## src/rtl/game_pkg.sv

```systemverilog
// Shared types and helpers for the mental-math game answer-entry path.
package game_pkg;

  typedef enum logic [1:0] {
    ST_IDLE       = 2'd0,
    ST_EDIT_TENS  = 2'd1,
    ST_EDIT_UNITS = 2'd2,
    ST_DONE       = 2'd3
  } state_t;

  localparam int         BCD_W   = 4;
  localparam logic [3:0] BCD_MAX = 4'd9;
  localparam int         ANS_W   = 8;

  // tens*10 + units built from shifts so no multiplier is inferred.
  function automatic logic [ANS_W-1:0] bcd_to_bin(input logic [BCD_W-1:0] t,
                                                  input logic [BCD_W-1:0] u);
    logic [ANS_W-1:0] tw;
    logic [ANS_W-1:0] uw;
    tw = {{(ANS_W-BCD_W){1'b0}}, t};
    uw = {{(ANS_W-BCD_W){1'b0}}, u};
    return (tw << 3) + (tw << 1) + uw;
  endfunction

  function automatic logic [BCD_W-1:0] bcd_inc(input logic [BCD_W-1:0] d);
    return (d >= BCD_MAX) ? '0 : d + BCD_W'(1);
  endfunction

endpackage

```

## src/rtl/btn_debounce.sv

```systemverilog
// Raw push-button conditioning: 2-FF synchroniser, level debouncer, rising-edge pulse.
module btn_debounce #(
  parameter int DB_CYCLES = 16,
  parameter int DB_W      = 5
) (
  input  logic clk,
  input  logic rst,
  input  logic btn,
  output logic level,
  output logic pulse
);

  logic sync1_reg;
  logic sync2_reg;
  logic level_reg;
  logic pulse_reg;
  logic [DB_W-1:0] cnt_reg;

  always_ff @(posedge clk or posedge rst) begin
    if (rst) begin
      sync1_reg <= 1'b0;
      sync2_reg <= 1'b0;
      level_reg <= 1'b0;
      pulse_reg <= 1'b0;
      cnt_reg   <= '0;
    end else begin
      sync1_reg <= btn;
      sync2_reg <= sync1_reg;
      pulse_reg <= 1'b0;
      if (sync2_reg != level_reg) begin
        // The DB_CYCLES-th consecutive disagreeing sample flips the level.
        if (cnt_reg == DB_W'(DB_CYCLES - 1)) begin
          level_reg <= sync2_reg;
          pulse_reg <= sync2_reg;
          cnt_reg   <= '0;
        end else begin
          cnt_reg <= cnt_reg + DB_W'(1);
        end
      end else begin
        cnt_reg <= '0;
      end
    end
  end

  assign level = level_reg;
  assign pulse = pulse_reg;

endmodule

```

## src/rtl/bcd_answer_entry.sv

```systemverilog
// Two-digit BCD answer entry with submit/ack handoff to the game controller.
// Optional auto-submit on inactivity is enabled by defining ENTRY_TIMEOUT_EN.
module bcd_answer_entry
  import game_pkg::*;
#(
  parameter int DB_CYCLES      = 16,
  parameter int DB_W           = 5,
  parameter int TIMEOUT_CYCLES = 200,
  parameter int TO_W           = 8
) (
  input  logic             clk,
  input  logic             rst,
  input  logic             arm,
  input  logic             btn_inc,
  input  logic             btn_next,
  input  logic             btn_submit,
  input  logic             answer_ack,
  output logic [BCD_W-1:0] entry_tens,
  output logic [BCD_W-1:0] entry_units,
  output logic             digit_sel,
  output logic             editing,
  output logic [ANS_W-1:0] answer,
  output logic             answer_valid,
  output logic             timed_out
);

  logic [2:0] btn_raw;
  logic [2:0] btn_level;
  logic [2:0] btn_pulse;

  assign btn_raw = {btn_submit, btn_next, btn_inc};

  generate
    for (genvar gi = 0; gi < 3; gi++) begin : g_btn
      btn_debounce #(
        .DB_CYCLES (DB_CYCLES),
        .DB_W      (DB_W)
      ) u_db (
        .clk   (clk),
        .rst   (rst),
        .btn   (btn_raw[gi]),
        .level (btn_level[gi]),
        .pulse (btn_pulse[gi])
      );
    end
  endgenerate

  logic inc_pulse;
  logic next_pulse;
  logic submit_pulse;
  logic unused_levels;

  assign inc_pulse     = btn_pulse[0];
  assign next_pulse    = btn_pulse[1];
  assign submit_pulse  = btn_pulse[2];
  assign unused_levels = ^btn_level;

  state_t           state_reg;
  logic [BCD_W-1:0] tens_reg;
  logic [BCD_W-1:0] units_reg;
  logic [ANS_W-1:0] answer_reg;
  logic             valid_reg;
  logic             digit_sel_reg;
  logic             editing_reg;

`ifdef ENTRY_TIMEOUT_EN
  logic [TO_W-1:0] to_cnt_reg;
  logic            timed_out_reg;
  logic            timeout_hit;
  assign timeout_hit = (to_cnt_reg == TO_W'(TIMEOUT_CYCLES - 1));
`else
  logic unused_timeout_cfg;
  assign unused_timeout_cfg = TIMEOUT_CYCLES[0] ^ TO_W[0];
`endif

  always_ff @(posedge clk or posedge rst) begin
    if (rst) begin
      state_reg     <= ST_IDLE;
      tens_reg      <= '0;
      units_reg     <= '0;
      answer_reg    <= '0;
      valid_reg     <= 1'b0;
      digit_sel_reg <= 1'b0;
      editing_reg   <= 1'b0;
`ifdef ENTRY_TIMEOUT_EN
      to_cnt_reg    <= '0;
      timed_out_reg <= 1'b0;
`endif
    end else if (arm) begin
      state_reg     <= ST_EDIT_TENS;
      tens_reg      <= '0;
      units_reg     <= '0;
      valid_reg     <= 1'b0;
      digit_sel_reg <= 1'b0;
      editing_reg   <= 1'b1;
`ifdef ENTRY_TIMEOUT_EN
      to_cnt_reg    <= '0;
      timed_out_reg <= 1'b0;
`endif
    end else begin
      case (state_reg)
        ST_EDIT_TENS, ST_EDIT_UNITS: begin
`ifdef ENTRY_TIMEOUT_EN
          if (inc_pulse || next_pulse || submit_pulse)
            to_cnt_reg <= '0;
          else
            to_cnt_reg <= to_cnt_reg + TO_W'(1);
`endif
          if (submit_pulse) begin
            answer_reg    <= bcd_to_bin(tens_reg, units_reg);
            valid_reg     <= 1'b1;
            state_reg     <= ST_DONE;
            digit_sel_reg <= 1'b0;
            editing_reg   <= 1'b0;
          end else if (next_pulse) begin
            if (state_reg == ST_EDIT_TENS) begin
              state_reg     <= ST_EDIT_UNITS;
              digit_sel_reg <= 1'b1;
            end else begin
              state_reg     <= ST_EDIT_TENS;
              digit_sel_reg <= 1'b0;
            end
          end else if (inc_pulse) begin
            // Each digit wraps independently; no carry between them.
            if (state_reg == ST_EDIT_TENS)
              tens_reg <= bcd_inc(tens_reg);
            else
              units_reg <= bcd_inc(units_reg);
          end
`ifdef ENTRY_TIMEOUT_EN
          else if (timeout_hit) begin
            answer_reg    <= bcd_to_bin(tens_reg, units_reg);
            valid_reg     <= 1'b1;
            state_reg     <= ST_DONE;
            digit_sel_reg <= 1'b0;
            editing_reg   <= 1'b0;
            timed_out_reg <= 1'b1;
          end
`endif
        end
        ST_DONE: begin
          if (answer_ack) begin
            valid_reg <= 1'b0;
            state_reg <= ST_IDLE;
          end
        end
        default: ;
      endcase
    end
  end

  assign entry_tens   = tens_reg;
  assign entry_units  = units_reg;
  assign digit_sel    = digit_sel_reg;
  assign editing      = editing_reg;
  assign answer       = answer_reg;
  assign answer_valid = valid_reg;
`ifdef ENTRY_TIMEOUT_EN
  assign timed_out    = timed_out_reg;
`else
  assign timed_out    = 1'b0;
`endif

endmodule
```

## config.mk

```make
export PLATFORM = sky130hd
export DESIGN_NAME = bcd_answer_entry
export DESIGN_NICKNAME = d
export VERILOG_FILES = /design/src/rtl/game_pkg.sv /design/src/rtl/btn_debounce.sv /design/src/rtl/bcd_answer_entry.sv
export SDC_FILE = /design/constraint.sdc
export NUM_CORES = 1
export LEC_CHECK = 0
export BUFFER_PORTS_ARGS = -buffer_cell sky130_fd_sc_hd__buf_2
export CELL_PAD_IN_SITES_DETAIL_PLACEMENT = 0
export CELL_PAD_IN_SITES_GLOBAL_PLACEMENT = 1
export CORE_UTILIZATION = 41
export CTS_CLUSTER_SIZE = 40
export DETAILED_ROUTE_END_ITERATION = 6
export PLACE_DENSITY_LB_ADDON = 0.25
export SYNTH_ARGS = -nofsm -noshare
export SYNTH_HDL_FRONTEND = slang
export SYNTH_SLANG_ARGS = --single-unit
```

## constraint.sdc

```tcl
create_clock -name clk -period 2.11 [get_ports clk]
set_input_delay 0.1055 -clock clk [delete_from_list [all_inputs] [get_ports clk]]
set_output_delay 0.1055 -clock clk [all_outputs]
set_load 0.05 [all_outputs]
```

==> parameters.txt, run 1 <==
Parameter                              Value

Run status
  Result of the run    finished, final reports clean

Synthesis
  Nets in the synthesized netlist    239
  Number of flip-flops and latches in the synthesized netlist    48
  Post-synthesis cell area    2303 um2
  Post-Synthesis Cells    212
  Top FF cell, synth    dfrtp_1
  Sequential fraction of the synthesis area    between 50 and 60%
  Synthesized area divided by synthesized cell count    10.87 um2
  FFs w/ async S/R, synth    100.0%
  Count of flip-flops with a built-in enable after synthesis    0
  Yosys warning count    0
  Post-synth cell types    42

Setup path
  Cell with the largest stage delay on the worst path    dfrtp_2
  Data arrival, critical path    2160 ps
  Type of destination of the critical path    register
  Critical path fanouts, max    6
  Launching element type of the critical path    register
  Worst setup path class    reg2reg
  Cell-by-cell trace of the critical path    inv_2, fa_1, fa_2, nand2b_1, a21oi_2, xnor2_1, o21ai_0
  Worst path required time    between 2000 and 2500 ps
  Delay of the slowest critical-path stage    roughly 460 ps

STA
  RSZ-0062 raised after global routing    false
  Fin crit share    93.51%
  Max-Slew Margin vs Limit    62.95%
  Worst-case clock skew    6.744 ps
  Final Hold Violating Endpoints    0
  Final max-slew violation count    0
  Accumulated negative setup slack    0 ps
  Highest Clock Rate    506.8 MHz
  Setup violators final    0
  Tightest Pin Transition    555.0 ps
  Worst slack on hold paths    155.9 ps
  Time the worst path needs with I/O delays and setup    between 1500 and 2000 ps

CTS
  Number of sinks on the clock net    48
  Worst-skew pair later-pin latency    300 ps
  Max Buffers Root-to-Sink    2
  TritonCTS clock tree    yes
  CTS Root Buffer Type    clkbuf_8
  Clock-pin slew reported for the worst setup and hold paths after clock tree synthesis    90 ps
  Number of H-tree branching levels    2
  Number of CTS-inserted buffers    5

Route
  Average via count per standard cell    4.934
  Remaining routing DRC violations    0
  Detailed Route Iter0 Violations    55
  WL per Instance    roughly 12 um
  Max layer used    met4
  Total Routed Length    approximately 3900 um
  Routed metal-1 wire length    1832 um
  Antenna-violating nets left    0
  Total via count after detailed routing    1,579
  Detailed-routing iteration count for the pre-antenna-repair pass    4
  Routed wl met3    138 um
  Met2 Routed Length    1893 um

Placed design
  Number of input and output port buffers inserted    25
  Post-DP HPWL    2894 um
  RD Place Congestion    0.7671
  Placed Area    2546 um2

Die
  Num rows    26
  Initial cell density of the core    a little over two fifths
  Area of the die    ~5900 um2
  Boundary pin count    27
  Core region area    5270 um2
  Width of the chip    76.96 um
  Chip Height    76.96 um

Cells and area
  Number of flip-flops under the largest register name    15
  Summed area of non-filler cells in the final layout    2701 um2
  Diodes inserted    0
  Fraction of layout cells with a size suffix above 1    a little under a quarter
  Layout-stage area growth over the synthesis result    17.27%
  Number of nets in the layout    276

Pwr
  Switching power    0.5015 mW
  Largest vdd supply drop    0.0005364 V
  Part of the total power dissipated in combinational logic    12.9%
  Internal portion of total power    1.408 mW
  Power density over the cells    707.0 nW/um2
  Clock network fraction of total power    35.8%
  Part of the total power dissipated in sequential elements    51.3%
  Leakage power    1.324 nW
  Switching share of total power    a little over a quarter

GRT
  Vias in the first global route    1,583
  Global-route wire length before repair    7113 um
  Largest net degree at the start of global routing    26
  Number of antenna violations at the first check in global routing    0
  GR Util All Layers    between 10% and 20%
  Final global-route overflow total    0

Job
  Max-cap violations    0

Min path
  Hold Path Class    in2reg
-- metrics by stage --
step | power [mW] | setup slack, ps | utilization [%] | instances
after detailed placement | 1.242 | 137.7 | 48.31 | 308
after global routing | 2.022 | 10.96 | 51.26 | 320
after global placement | 1.241 | 169.5 | 48.31 | 308
after CTS | 1.940 | 115.3 | 51.26 | 320
after floorplan | 1.187 | 23.72 | - | 212
final | 1.910 | 136.9 | 51.26 | 320
-- cells by family after synthesis --
group / after synthesis / share of synthesized area, %
AO/OA/AOI/OAI: 38 / 10.05
AND/OR/NAND/NOR: 68 / 15.81
adder cells (fa/ha/maj): 20 / 11.52
multiplexers: 6 / 2.879
flip-flops: 48 / 52.15
XOR/XNOR: 10 / 3.803
other: 1 / 0.1628
buffers and inverters: 21 / 3.639
-- power by group through the flow --
stage          Sequential (mW)  Clock [mW]  Combinational [mW]
5_1_grt                  0.987       0.752               0.283
4_1_cts                  0.980       0.709               0.251
3_5_place_dp             0.997           0               0.244
3_3_place_gp             0.999           0               0.243
2_1_floorplan            0.993           0               0.194
6_report                 0.980       0.683               0.247
-- repair_timing --
item	CTS	global route
resized for setup	0	1
hold buffers	4	0
endpoints found under the hold margin	26	0
buffers inserted	0	0
setup endpoints to repair	0	1
-- final timing paths --
kind	start	endpoint	slack, ps	cells after the start
hold / removal	arm	entry_units[3]$_DFFE_PP0P_	160	2
setup reg to reg	entry_tens[0]$_DFFE_PP0P_	answer[6]$_DFFE_PP0P_	140	7
setup / recovery	entry_tens[0]$_DFFE_PP0P_	answer[6]$_DFFE_PP0P_	140	7
hold reg to reg	g_btn[0].u_db.sync1_reg$_DFF_PP0_	g_btn[0].u_db.sync2_reg$_DFF_PP0_	360	0
max in group asynchronous	rst	entry_tens[2]$_DFFE_PP0P_	1120	4
min in group asynchronous	rst	g_btn[0].u_db.cnt_reg[0]$_DFF_PP0_	390	3
-- cell type report --
cell class | instances | area [um2]
Multi-Input combinational cell | 143 | 1025
Fill cell | 519 | 2569
Tap cell | 70 | 87.58
Clock buffer | 5 | 68.82
Timing Repair Buffer | 34 | 202.7
Clock inverter | 3 | 46.29
Inverter | 17 | 63.81
Sequential cell | 48 | 1207
-- cells in the final DEF (no fill, tap or decap), types with 2 or more instances in the layout --
cell           Yosys  routed
and2_1             2       2
clkbuf_8           0       5
nand3_1           10      10
nor3_1             2       2
nand2b_1           4       4
nor4b_1            4       4
nand2_1           11      11
buf_4              1       5
dfrtp_1           48      43
xor2_1             7       7
nor2b_1            4       4
buf_2              1      25
mux2_2             5       5
a21oi_1           11      10
o21ai_1            2       2
ha_1              18      18
nor2_1            20      20
nand4b_1           2       2
inv_2              0       4
a211oi_1           2       2
inv_1             17      13
dfrtp_2            0       5
dlygate4sd3_1      0       4
o21ai_0           13      13
and3_1             3       3
xnor2_1            3       3
-- worst max-delay path: cells and delay by family, from the launching register on --
kind | cells | cell delay (ps)
fa+ha+maj | 2 | 820
flops | 1 | 460
compound gates | 2 | 210
simple gates | 1 | 160
xor+xnor | 1 | 120
buf+inv | 1 | 100
-- layer usage --
layer,track usage [%],vias to the layer above
met3,3.929,8
met2,25.62,25
met4,6.346,0
met1,19.00,753
li1,-,793
met5,0,-
-- synthesized netlist by cell type, types with 2 or more instances --
| cell | instances | share of area [%] |
|---|---|---|
| a211oi_1 | 2 | 0.65 |
| a21oi_1 | 11 | 2.4 |
| and2_1 | 2 | 0.54 |
| and3_1 | 3 | 0.81 |
| clkbuf_1 | 2 | 0.33 |
| dfrtp_1 | 48 | 52 |
| fa_1 | 2 | 1.7 |
| ha_1 | 18 | 9.8 |
| inv_1 | 17 | 2.8 |
| mux2_2 | 5 | 2.4 |
| nand2_1 | 11 | 1.8 |
| nand2b_1 | 4 | 1.1 |
| nand3_1 | 10 | 2.2 |
| nand4b_1 | 2 | 0.76 |
| nor2_1 | 20 | 3.3 |
| nor2b_1 | 4 | 1.1 |
| nor3_1 | 2 | 0.43 |
| nor4b_1 | 4 | 1.5 |
| o21ai_0 | 13 | 2.8 |
| o21ai_1 | 2 | 0.43 |
| xnor2_1 | 3 | 1.1 |
| xor2_1 | 7 | 2.7 |
No activity file was read; power rests on OpenSTA's default activity.
==> inputs of run 2 (changes only) <==
Settings changed: SKIP_LAST_GASP set to 1, SYNTH_HIERARCHICAL set to 1.
==> parameters.txt, run 2 <==
Parameter                              Value

Die
  Area of the die    6220 um2 (+5.0%)
  Chip Height    78.87 um (+2.5%)
  Core region area    5608 um2 (+6.4%)
  Boundary pin count    27 (unchanged)
  Num rows    27 (+3.8%)
  Width of the chip    78.87 um (+2.5%)
  Initial cell density of the core    43.20% (-0.51 points)

Setup path
  Register-to-register setup slack    20 ps (-110 ps)
  Worst path required time    2300 ps (about the same)
  Data arrival, critical path    2280 ps (+120 ps)
  Critical path fanouts, max    2 (-4)
  Worst r2r path cells    7 (unchanged)
  Worst setup path class    reg2reg
  Critical R2R Launch    entry_units[3]$_DFFE_PP0P_
  Destination of the worst register-to-register timing path    answer[5]$_DFFE_PP0P_
  Type of destination of the critical path    register
  Launching element type of the critical path    register

Route
  Max layer used    met4
  Antenna-violating nets left    0 (unchanged)
  Detailed-routing iteration count for the pre-antenna-repair pass    4 (unchanged)
  Routed metal-1 wire length    2189 um (+19%)
  Remaining routing DRC violations    0 (unchanged)
  Detailed Route Iter0 Violations    68 (+24%)
  WL per Instance    12.85 um (+4.4%)
  Total via count after detailed routing    1,698 (+7.5%)
  Average via count per standard cell    5.024 (+1.8%)
  Total Routed Length    4343 um (+10%)
  Routed wl met3    147 um (+6.5%)
  Met2 Routed Length    1896 um (+0.16%)

Synthesis
  Most frequent cells after synthesis    dfrtp_1 (48), inv_1 (22), ha_1 (19)
  Yosys warning count    6 (+6)
  Top cell type's share of synthesized area    49.59% (-2.6 points)
  FFs w/ async S/R, synth    100.0% (unchanged)
  Sequential fraction of the synthesis area    49.59% (-2.6 points)
  Count of flip-flops with a built-in enable after synthesis    0 (unchanged)
  Post-Synthesis Cells    221 (+4.2%)
  Number of flip-flops and latches in the synthesized netlist    48 (unchanged)
  Top FF cell, synth    dfrtp_1
  Most instantiated library cell after synthesis    dfrtp_1
  Largest cells by area after synthesis    dfrtp_1 (50%), ha_1 (9.8%), xor2_1 (3.6%), inv_1 (3.4%), nor2_1 (2.6%)
  Synthesized area divided by synthesized cell count    10.96 um2 (+0.88%)
  Post-synthesis cell area    2422 um2 (+5.2%)
  Largest area contributor in the synthesized netlist    dfrtp_1
  Post-synth cell types    47 (+12%)
  Nets in the synthesized netlist    249 (+4.2%)

STA
  Setup violators final    0 (unchanged)
  Tightest Pin Transition    521.4 ps (-33.62 ps)
  Worst-case clock skew    4.338 ps (-2.406 ps)
  RSZ-0062 raised after global routing    true
  Time the worst path needs with I/O delays and setup    2088 ps (+115.0 ps)
  Final Hold Violating Endpoints    0 (unchanged)
  Highest Clock Rate    478.9 MHz (-5.5%)
  Final max-slew violation count    0 (unchanged)
  Fin crit share    98.96% (+5.4 points)
  Max-Slew Margin vs Limit    64.34% (+1.4 points)

Placed design
  RD Place Congestion    0.7706 (+0.46%)
  Post-DP HPWL    3232 um (+12%)
  Number of input and output port buffers inserted    25 (unchanged)

Min path
  Hold Path Class    in2reg
  WHS Endpoint    answer_valid$_DFFE_PP0P_
  Worst Hold Depth    4 (+2)
  Critical hold path startpoint    answer_ack

Pwr
  Leakage power    1.485 nW (+12%)
  Largest vdd supply drop    0.0003752 V (-30%)
  Power after layout    2.015 mW (+5.5%)
  Power density over the cells    701.0 nW/um2 (-0.84%)

Cells and area
  Highest-count cells in the layout ignoring fill and taps    dfrtp_1 (42), buf_2 (25), inv_1 (19), ha_1 (19), nor2_1 (17)
  Diodes inserted    0 (unchanged)
  Fraction of layout cells with a size suffix above 1    27.07% (+3.9 points)
  Final core utilization    51.25% (about the same)
  Number of flip-flops under the largest register name    15 (unchanged)
  Number of fillers in the final layout    529 (+1.9%)
  Number of nets in the layout    293 (+6.2%)
  Layout-stage area growth over the synthesis result    18.65%
  Leading cell type in the layout, fill and taps excluded    dfrtp_1

GRT
  Global-route wire length before repair    7562 um (+6.3%)
  Vias in the first global route    1,708 (+7.9%)
  GR Util All Layers    15.67% (+0.24 points)
  Final global-route overflow total    0 (unchanged)
  Largest net degree at the start of global routing    22 (-15%)
  Number of antenna violations at the first check in global routing    0 (unchanged)

CTS
  Max Buffers Root-to-Sink    2 (unchanged)
  Number of H-tree branching levels    2 (unchanged)
  CTS Root Buffer Type    clkbuf_8
  Clock-pin slew reported for the worst setup and hold paths after clock tree synthesis    80 ps (about the same)
  TritonCTS clock tree    yes
  Number of CTS-inserted buffers    5 (unchanged)
  Number of sinks on the clock net    48 (unchanged)
  Worst-skew pair later-pin latency    300 ps (about the same)
  Post-CTS Setup Bufs    0 (unchanged)

Job
  Max-cap violations    0 (unchanged)

Run status
  Result of the run    finished, final reports clean
run 2: worst max-delay path, stage by stage, from the launching register on:
cell     delay (ps)
dfrtp_2         370
inv_2            40
fa_1            550
inv_1            50
ha_1            250
and3_1          180
or3_1           310
a31o_2          230
run 2: repair_timing:
item	in CTS	in global routing
gates resized for setup	0	1
hold endpoints to repair	51	0
endpoints found under the setup margin	0	3
hold buffers	4	0
run 2: layer usage:
layer	global-route usage (%)	vias to the layer above
met5	0	-
met2	25.13	32
met3	2.759	11
li1	-	851
met4	8.000	0
met1	20.33	804
run 2: worst max-delay path by stage:
stage / slack [ps] / endpoint / cells after the start / start
6_report: 20 / answer[5]$_DFFE_PP0P_ / 7 / entry_units[3]$_DFFE_PP0P_
3_3_place_gp: 40 / answer[5]$_DFFE_PP0P_ / 7 / entry_units[3]$_DFFE_PP0P_
3_5_place_dp: 10 / answer[5]$_DFFE_PP0P_ / 7 / entry_units[3]$_DFFE_PP0P_
5_1_grt: -60 / answer[5]$_DFFE_PP0P_ / 7 / entry_units[3]$_DFFE_PP0P_
2_1_floorplan: -170 / answer[5]$_DFFE_PP0P_ / 7 / entry_units[3]$_DFFE_PP0P_
4_1_cts: 5 / answer[5]$_DFFE_PP0P_ / 7 / entry_units[3]$_DFFE_PP0P_
run 2: layout make-up:
type | instances | area [um2] | area share, %
multi-input cells | 145 | 1115 | 38.79
clock inverters | 2 | 35.03 | 1.219
clock buffers | 6 | 72.57 | 2.525
repair buffers | 43 | 270.3 | 9.404
inverters | 22 | 82.58 | 2.873
well taps | 72 | 90.09 | 3.135
flip-flops and latches | 48 | 1209 | 42.05
run 2: power breakdown:
group / total (mW) / internal (mW) / leakage [nW] / switching (mW)
registers: 0.984 / 0.959 / 0.628 / 0.0251
logic: 0.383 / 0.163 / 0.801 / 0.220
clock network: 0.647 / 0.352 / 0.0552 / 0.296
run 2: cell families after synthesis:
| logic type | count (synthesis) | synth area share [%] |
|---|---|---|
| and+or+nand+nor | 70 | 16.58 |
| other | 1 | 0.1548 |
| DFF | 48 | 49.59 |
| AOI/OAI and AO/OA | 35 | 10.28 |
| buffers and inverters | 28 | 4.855 |
| adders and majority gates | 21 | 11.47 |
| xor gates and xnor gates | 11 | 3.977 |
| muxes | 7 | 3.099 |
run 2: through the flow:
stage | TNS [ps] | hold slack, ps | instance area (um2) | setup WS, ps | std cells
2_1_floorplan | -187.1 | -66.58 | 2440 | -174.6 | 221
3_3_place_gp | 0 | 129.0 | 2725 | 44.52 | 326
3_5_place_dp | 0 | 126.6 | 2725 | 11.37 | 326
4_1_cts | 0 | 79.08 | 2873 | 4.919 | 338
5_1_grt | -90.17 | 112.7 | 2874 | -59.00 | 338
6_report | 0 | 82.36 | 2874 | 21.96 | 338
